[src/rtl/gpr_writeback_queue_if.sv]
// Bundle of the ALU/LSU result inputs, the registered GPR write port and
// the forwarding lookup used by gpr_writeback_queue.
interface gpr_writeback_queue_if #(
    parameter int DEPTH = 4
);
    localparam int CW = $clog2(DEPTH) + 1;

    logic          aluValid;
    logic [4:0]    aluRegister;
    logic [31:0]   aluData;
    logic          lsuValid;
    logic [4:0]    lsuRegister;
    logic [31:0]   lsuData;
    logic          lsuReady;
    logic          gprWriteEnabled;
    logic [4:0]    gprWriteRegister;
    logic [31:0]   gprWriteInput;
    logic [4:0]    queryRegister;
    logic          queryPending;
    logic [31:0]   queryData;
    logic [CW-1:0] count;

    // Producer side: drives results and lookups, observes the write port
    modport master (
        output aluValid, aluRegister, aluData,
        output lsuValid, lsuRegister, lsuData,
        output queryRegister,
        input  lsuReady, gprWriteEnabled, gprWriteRegister, gprWriteInput,
        input  queryPending, queryData, count
    );

    // Queue side: consumes results, drives the GPR write port
    modport slave (
        input  aluValid, aluRegister, aluData,
        input  lsuValid, lsuRegister, lsuData,
        input  queryRegister,
        output lsuReady, gprWriteEnabled, gprWriteRegister, gprWriteInput,
        output queryPending, queryData, count
    );
endinterface

[src/rtl/gpr_writeback_queue.sv]
// Writeback arbiter for a single GPR write port. ALU results are written
// the cycle after they arrive and always win; long-latency LSU results wait
// in a small FIFO and drain in order when the ALU is idle. An ALU write to a
// register kills older queued LSU writes to the same register, so a stale
// load can never overwrite a newer ALU value. A forwarding lookup reports
// the youngest pending value for any register.
module gpr_writeback_queue #(
    parameter int DEPTH = 4
) (
    input logic                   clock,
    input logic                   reset,
    gpr_writeback_queue_if.slave  bus
);
    localparam int PW = $clog2(DEPTH);
    localparam int CW = $clog2(DEPTH) + 1;

    logic [PW-1:0]    r_head;
    logic [PW-1:0]    r_tail;
    logic [CW-1:0]    r_count;
    logic [DEPTH-1:0] r_valid;
    logic [DEPTH-1:0] r_killed;
    logic [4:0]       r_reg  [DEPTH];
    logic [31:0]      r_data [DEPTH];

    logic             r_outEn;
    logic [4:0]       r_outReg;
    logic [31:0]      r_outData;

    logic             w_lsuReady;
    logic             w_aluAccept;
    logic             w_lsuEnq;
    logic             w_drain;
    logic             w_qPending;
    logic [31:0]      w_qData;
    logic [PW-1:0]    w_idx;

    assign w_lsuReady  = reset && (r_count < CW'(DEPTH));
    assign w_aluAccept = bus.aluValid && (bus.aluRegister != 5'd0);
    assign w_lsuEnq    = bus.lsuValid && w_lsuReady && (bus.lsuRegister != 5'd0);
    assign w_drain     = !w_aluAccept && (r_count != '0);

    // Queue bookkeeping: pointers, occupancy and the live/killed bits
    always_ff @(posedge clock or negedge reset) begin
        if (!reset) begin
            r_head   <= '0;
            r_tail   <= '0;
            r_count  <= '0;
            r_valid  <= '0;
            r_killed <= '0;
        end else begin
            if (w_aluAccept) begin
                for (int i = 0; i < DEPTH; i++) begin
                    if (r_valid[i] && (r_reg[i] == bus.aluRegister)) begin
                        r_killed[i] <= 1'b1;
                    end
                end
            end
            if (w_drain) begin
                r_valid[r_head]  <= 1'b0;
                r_killed[r_head] <= 1'b0;
                r_head           <= r_head + 1'b1;
            end
            if (w_lsuEnq) begin
                r_valid[r_tail]  <= 1'b1;
                r_killed[r_tail] <= 1'b0;
                r_tail           <= r_tail + 1'b1;
            end
            case ({w_lsuEnq, w_drain})
                2'b10:   r_count <= r_count + 1'b1;
                2'b01:   r_count <= r_count - 1'b1;
                default: r_count <= r_count;
            endcase
        end
    end

    // Entry payload; only meaningful while the matching valid bit is set
    always_ff @(posedge clock) begin
        if (w_lsuEnq) begin
            r_reg[r_tail]  <= bus.lsuRegister;
            r_data[r_tail] <= bus.lsuData;
        end
    end

    // Output stage: ALU result first, otherwise the queue head
    always_ff @(posedge clock or negedge reset) begin
        if (!reset) begin
            r_outEn   <= 1'b0;
            r_outReg  <= '0;
            r_outData <= '0;
        end else if (w_aluAccept) begin
            r_outEn   <= 1'b1;
            r_outReg  <= bus.aluRegister;
            r_outData <= bus.aluData;
        end else if (w_drain && !r_killed[r_head]) begin
            r_outEn   <= 1'b1;
            r_outReg  <= r_reg[r_head];
            r_outData <= r_data[r_head];
        end else begin
            r_outEn   <= 1'b0;
        end
    end

    // Forwarding lookup: scan oldest to youngest so the newest live entry wins
    always_comb begin
        w_qPending = 1'b0;
        w_qData    = '0;
        w_idx      = '0;
        if (bus.queryRegister != 5'd0) begin
            if (r_outEn && (r_outReg == bus.queryRegister)) begin
                w_qPending = 1'b1;
                w_qData    = r_outData;
            end
            for (int k = 0; k < DEPTH; k++) begin
                w_idx = r_head + PW'(k);
                if (r_valid[w_idx] && !r_killed[w_idx] &&
                    (r_reg[w_idx] == bus.queryRegister)) begin
                    w_qPending = 1'b1;
                    w_qData    = r_data[w_idx];
                end
            end
        end
    end

    assign bus.lsuReady         = w_lsuReady;
    assign bus.gprWriteEnabled  = r_outEn;
    assign bus.gprWriteRegister = r_outReg;
    assign bus.gprWriteInput    = r_outData;
    assign bus.queryPending     = w_qPending;
    assign bus.queryData        = w_qData;
    assign bus.count            = r_count;
endmodule

[src/flat_wrapper.sv]
// flat-port wrapper written by rule: the top's interface ports become plain ports
module gpr_writeback_queue_flat 
#(
    parameter int DEPTH = 4
)
  (clock, reset, bus_aluValid, bus_aluRegister, bus_aluData, bus_lsuValid, bus_lsuRegister, bus_lsuData, bus_queryRegister, bus_lsuReady, bus_gprWriteEnabled, bus_gprWriteRegister, bus_gprWriteInput, bus_queryPending, bus_queryData, bus_count);
  gpr_writeback_queue_if #(.DEPTH(DEPTH)) bus_i ();
  input logic clock;
  input logic reset;
  input wire logic [$bits(bus_i.aluValid)-1:0] bus_aluValid;
  input wire logic [$bits(bus_i.aluRegister)-1:0] bus_aluRegister;
  input wire logic [$bits(bus_i.aluData)-1:0] bus_aluData;
  input wire logic [$bits(bus_i.lsuValid)-1:0] bus_lsuValid;
  input wire logic [$bits(bus_i.lsuRegister)-1:0] bus_lsuRegister;
  input wire logic [$bits(bus_i.lsuData)-1:0] bus_lsuData;
  input wire logic [$bits(bus_i.queryRegister)-1:0] bus_queryRegister;
  output wire logic [$bits(bus_i.lsuReady)-1:0] bus_lsuReady;
  output wire logic [$bits(bus_i.gprWriteEnabled)-1:0] bus_gprWriteEnabled;
  output wire logic [$bits(bus_i.gprWriteRegister)-1:0] bus_gprWriteRegister;
  output wire logic [$bits(bus_i.gprWriteInput)-1:0] bus_gprWriteInput;
  output wire logic [$bits(bus_i.queryPending)-1:0] bus_queryPending;
  output wire logic [$bits(bus_i.queryData)-1:0] bus_queryData;
  output wire logic [$bits(bus_i.count)-1:0] bus_count;
  assign bus_i.aluValid = bus_aluValid;
  assign bus_i.aluRegister = bus_aluRegister;
  assign bus_i.aluData = bus_aluData;
  assign bus_i.lsuValid = bus_lsuValid;
  assign bus_i.lsuRegister = bus_lsuRegister;
  assign bus_i.lsuData = bus_lsuData;
  assign bus_i.queryRegister = bus_queryRegister;
  assign bus_lsuReady = bus_i.lsuReady;
  assign bus_gprWriteEnabled = bus_i.gprWriteEnabled;
  assign bus_gprWriteRegister = bus_i.gprWriteRegister;
  assign bus_gprWriteInput = bus_i.gprWriteInput;
  assign bus_queryPending = bus_i.queryPending;
  assign bus_queryData = bus_i.queryData;
  assign bus_count = bus_i.count;
  gpr_writeback_queue #(.DEPTH(DEPTH)) u_core (.clock(clock), .reset(reset), .bus(bus_i));
endmodule
[config.mk]
export PLATFORM = sky130hd
export DESIGN_NAME = gpr_writeback_queue_flat
export DESIGN_NICKNAME = d
export VERILOG_FILES = /design/src/rtl/gpr_writeback_queue_if.sv /design/src/rtl/gpr_writeback_queue.sv /design/src/flat_wrapper.sv
export SDC_FILE = /design/constraint.sdc
export NUM_CORES = 1
export LEC_CHECK = 0
export BUFFER_PORTS_ARGS = -buffer_cell sky130_fd_sc_hd__buf_2
export CORE_MARGIN = 3
export CORE_UTILIZATION = 35
export CTS_BUF_LIST = sky130_fd_sc_hd__clkbuf_8
export CTS_CLUSTER_DIAMETER = 50
export DETAILED_ROUTE_END_ITERATION = 16
export GPL_ROUTABILITY_DRIVEN = 0
export PLACE_DENSITY = 0.6
export SLEW_MARGIN = 10
export SYNTH_ARGS = -nofsm -noshare
export SYNTH_HDL_FRONTEND = slang
export SYNTH_SLANG_ARGS = --single-unit
export TNS_END_PERCENT = 5
[constraint.sdc]
create_clock -name clock -period 6.9 [get_ports clock]
set_input_delay 1.035 -clock clock [delete_from_list [all_inputs] [get_ports clock]]
set_output_delay 1.035 -clock clock [all_outputs]
set_load 0.02 [all_outputs]
==> flow_summary_export.csv <==
group,metric,value,unit
outcome,status,"finished clean",
grt,grt_max_degree,67,
clock_tree,clk_latency,540,ps
clock_tree,ctsRootBufferMaster,"clkbuf_8",
detailed_routing,routed_wirelength,36200,microns
synthesis,synth.most_common_cell,"mux4_2",
cells_and_area,nets,1097,
synthesis,seq_area_frac_synth,0.462,
grt,grt_pass1_vias,8986,
power,power_leakage,5.14,nW
clock_tree,tritoncts,"built",
grt,grt_pass1_wl,55200,microns
cells_and_area,syn_to_final_growth,16.4,%
detailed_routing,routedWlPerCell,24.2,microns
critical_path,cp-start-kind,"flip-flop",
floorplan,start_util,0.358,
floorplan,core_area,34900,sq um
detailed_routing,drt-vias-per-instance,5.91,
cells_and_area,finalNonFillerCells,1492,
grt,grt_overflow,0,
clock_tree,cts.htree.levels,2,
detailed_routing,drc,0,
floorplan,die_h,195,microns
timing,hold_ws,505,ps
placement,postPlaceCellArea,13600,sq um
placement,hpwlAfterDp,23800,microns
power,p_per_area,423,nW/um^2
critical_path,reg2reg_depth,5,
timing,max_slew_margin,0.266,
timing,slew_violations,0,
synthesis,synth_top_area_share,0.356,
synthesis,syn_area,12500,sq um
job,cap_violations,0,
detailed_routing,antenna_left,0,
floorplan,rows,68,
synthesis,synthesis.nets,964,
synthesis,ys_ff_latch,201,
cells_and_area,design_area,14500,sq um
synthesis,synth_async_sr_flop_share,0.264,
critical_path,cp_data_arrival_time,4850,ps
synthesis,synth-edff-count,148,
timing,fin_skew,24.9,ps
timing,fmax,170,MHz
synthesis,synth_cell_type_count,44,
synthesis,ys_top_cells_by_area,"edfxtp_1, mux4_2, dfrtp_1",
synthesis,syn_area_per_cell,14.3,sq um
cells_and_area,drive_gt1_frac,0.401,
cells_and_area,largest_reg_flops,128,
synthesis,yosysTopAreaCell,"edfxtp_1",
clock_tree,postCtsHoldBufs,0,
clock_tree,cts_sinks,201,
clock_tree,post_cts_resize_count,0,
floorplan,die_w,195,microns
cells_and_area,fin_util,0.417,
critical_path,crit_fanout,34,
synthesis,synth_flop_cell,"edfxtp_1",
min_path,hold-path-cell-count,2,
critical_path,path_cells,"inv_1, ha_4, mux4_2, xnor2_1, nand2_1, or2_2, nand3_2, buf_4, o31ai_1, buf_2",
critical_path,critPathKind,"flip-flop to output pin",
detailed_routing,vias,8815,
timing,hold_viol,0,
critical_path,cp_slowest_cell,"or2_2",
grt,grt.total_usage,0.187,
timing,rsz0062_at_grt,"no",
min_path,hp-class,"flip-flop to flip-flop",
synthesis,yosysWarnings,0,
critical_path,cp.required,5860,ps
timing,tns,0,ps
timing,post-route-period-util,0.852,
clock_tree,cts_buffers,40,
placement,placed_cells,1417,
floorplan,die-area,38000,sq um
critical_path,end_kind,"output pin",
detailed_routing,drt_iter0_drc,691,
floorplan,pin_count,158,
timing,worst_pin_slew,1100,ps
grt,antenna_found_initial,4,
clock_tree,clkTransAtPathRegs,60,ps
synthesis,netlist_instances,871,
clock_tree,clock_path_buffers,3,
critical_path,cpPeakStageDelay,760,ps
timing,setup_viol,0,
synthesis,synth_common_cells,"mux4_2, edfxtp_1, dfrtp_1",
clock_tree,postCtsSetupBuffers,0,
timing,fin_crit,5880,ps
power,vdd_ir_drop_max,334,uV
detailed_routing,firstDrtPassIters,5,
placement,numPortBuffers,157,
routing by layer:
metal  global-route usage  wire, microns
met1                0.247          14700
met2                0.309          17700
met3               0.0421           2780
met4               0.0607            984
met5                    0             59
cell type report:
| type | count | area [sq um] |
|---|---|---|
| Multi-Input combinational cell | 573 | 6320 |
| Inverter | 9 | 33.8 |
| Sequential cell | 201 | 5780 |
| Antenna cell | 1 | 2.50 |
| Tap cell | 455 | 569 |
| Clock buffer | 48 | 661 |
| Fill cell | 3239 | 20300 |
| Timing Repair Buffer | 179 | 951 |
| Clock inverter | 26 | 228 |
critical path, delay by kind of cell, from the launching register on:
kind | cells | cell delay (ps)
mux | 1 | 340
xor+xnor | 1 | 140
compound gates | 1 | 300
simple gates | 3 | 1490
fa+ha+maj | 1 | 450
flops | 1 | 710
buf+inv | 3 | 870
per-stage QoR:
stage,worst slack [ps],power (mW)
floorplan,1380,4.13
global placement,1530,4.85
detailed placement,1520,4.90
CTS,952,6.23
global route,635,6.54
finish,1020,6.15
placed cells by master (no fill, tap or decap), types with 5 or more instances in the layout:
master / count
nand2_1: 51
buf_4: 22
a21oi_1: 25
dfrtp_1: 51
mux2i_1: 37
edfxtp_1: 148
clkinv_1: 5
mux4_2: 153
clkinv_2: 9
o22ai_1: 24
xor2_1: 30
a221oi_1: 8
nor2_1: 40
nand2b_1: 5
buf_2: 157
clkbuf_8: 48
nor4_1: 6
ha_1: 8
a32oi_1: 32
o31ai_1: 32
nand3_1: 26
xnor2_1: 19
inv_1: 14
o21ai_0: 38
power breakdown:
| group | internal, mW | total, mW | switching [mW] |
|---|---|---|---|
| Sequential | 1.52 | 1.75 | 0.227 |
| Clock | 0.788 | 1.32 | 0.530 |
| Combinational | 1.47 | 3.09 | 1.62 |
final timing paths:
path                                              from                          end  slack (ps)
setup / recovery                      u_core.r_head[0]            bus_queryData[10]        1020
hold / removal             u_core.bus.gprWriteInput[4]  u_core.bus.gprWriteInput[4]         510
setup reg to reg                      u_core.r_head[0]  u_core.bus.gprWriteInput[3]        3720
hold reg to reg            u_core.bus.gprWriteInput[4]  u_core.bus.gprWriteInput[4]         510
max in group asynchronous                        reset             u_core.r_head[0]        5520
min in group asynchronous                        reset          u_core.bus.count[2]         710
logic make-up (layout without fill, tap and decap cells):
| group | after synthesis | after routing | share of synthesized area |
|---|---|---|---|
| other | 0 | 1 | 0 |
| XOR/XNOR | 50 | 50 | 0.0357 |
| flip-flops | 201 | 201 | 0.462 |
| AO/OA/AOI/OAI | 172 | 172 | 0.0928 |
| multiplexers | 190 | 190 | 0.305 |
| adder cells (fa/ha/maj) | 10 | 10 | 0.0106 |
| AND/OR/NAND/NOR | 151 | 151 | 0.0565 |
| buffers and inverters | 97 | 262 | 0.0372 |
No activity file was read; power rests on OpenSTA's default activity.
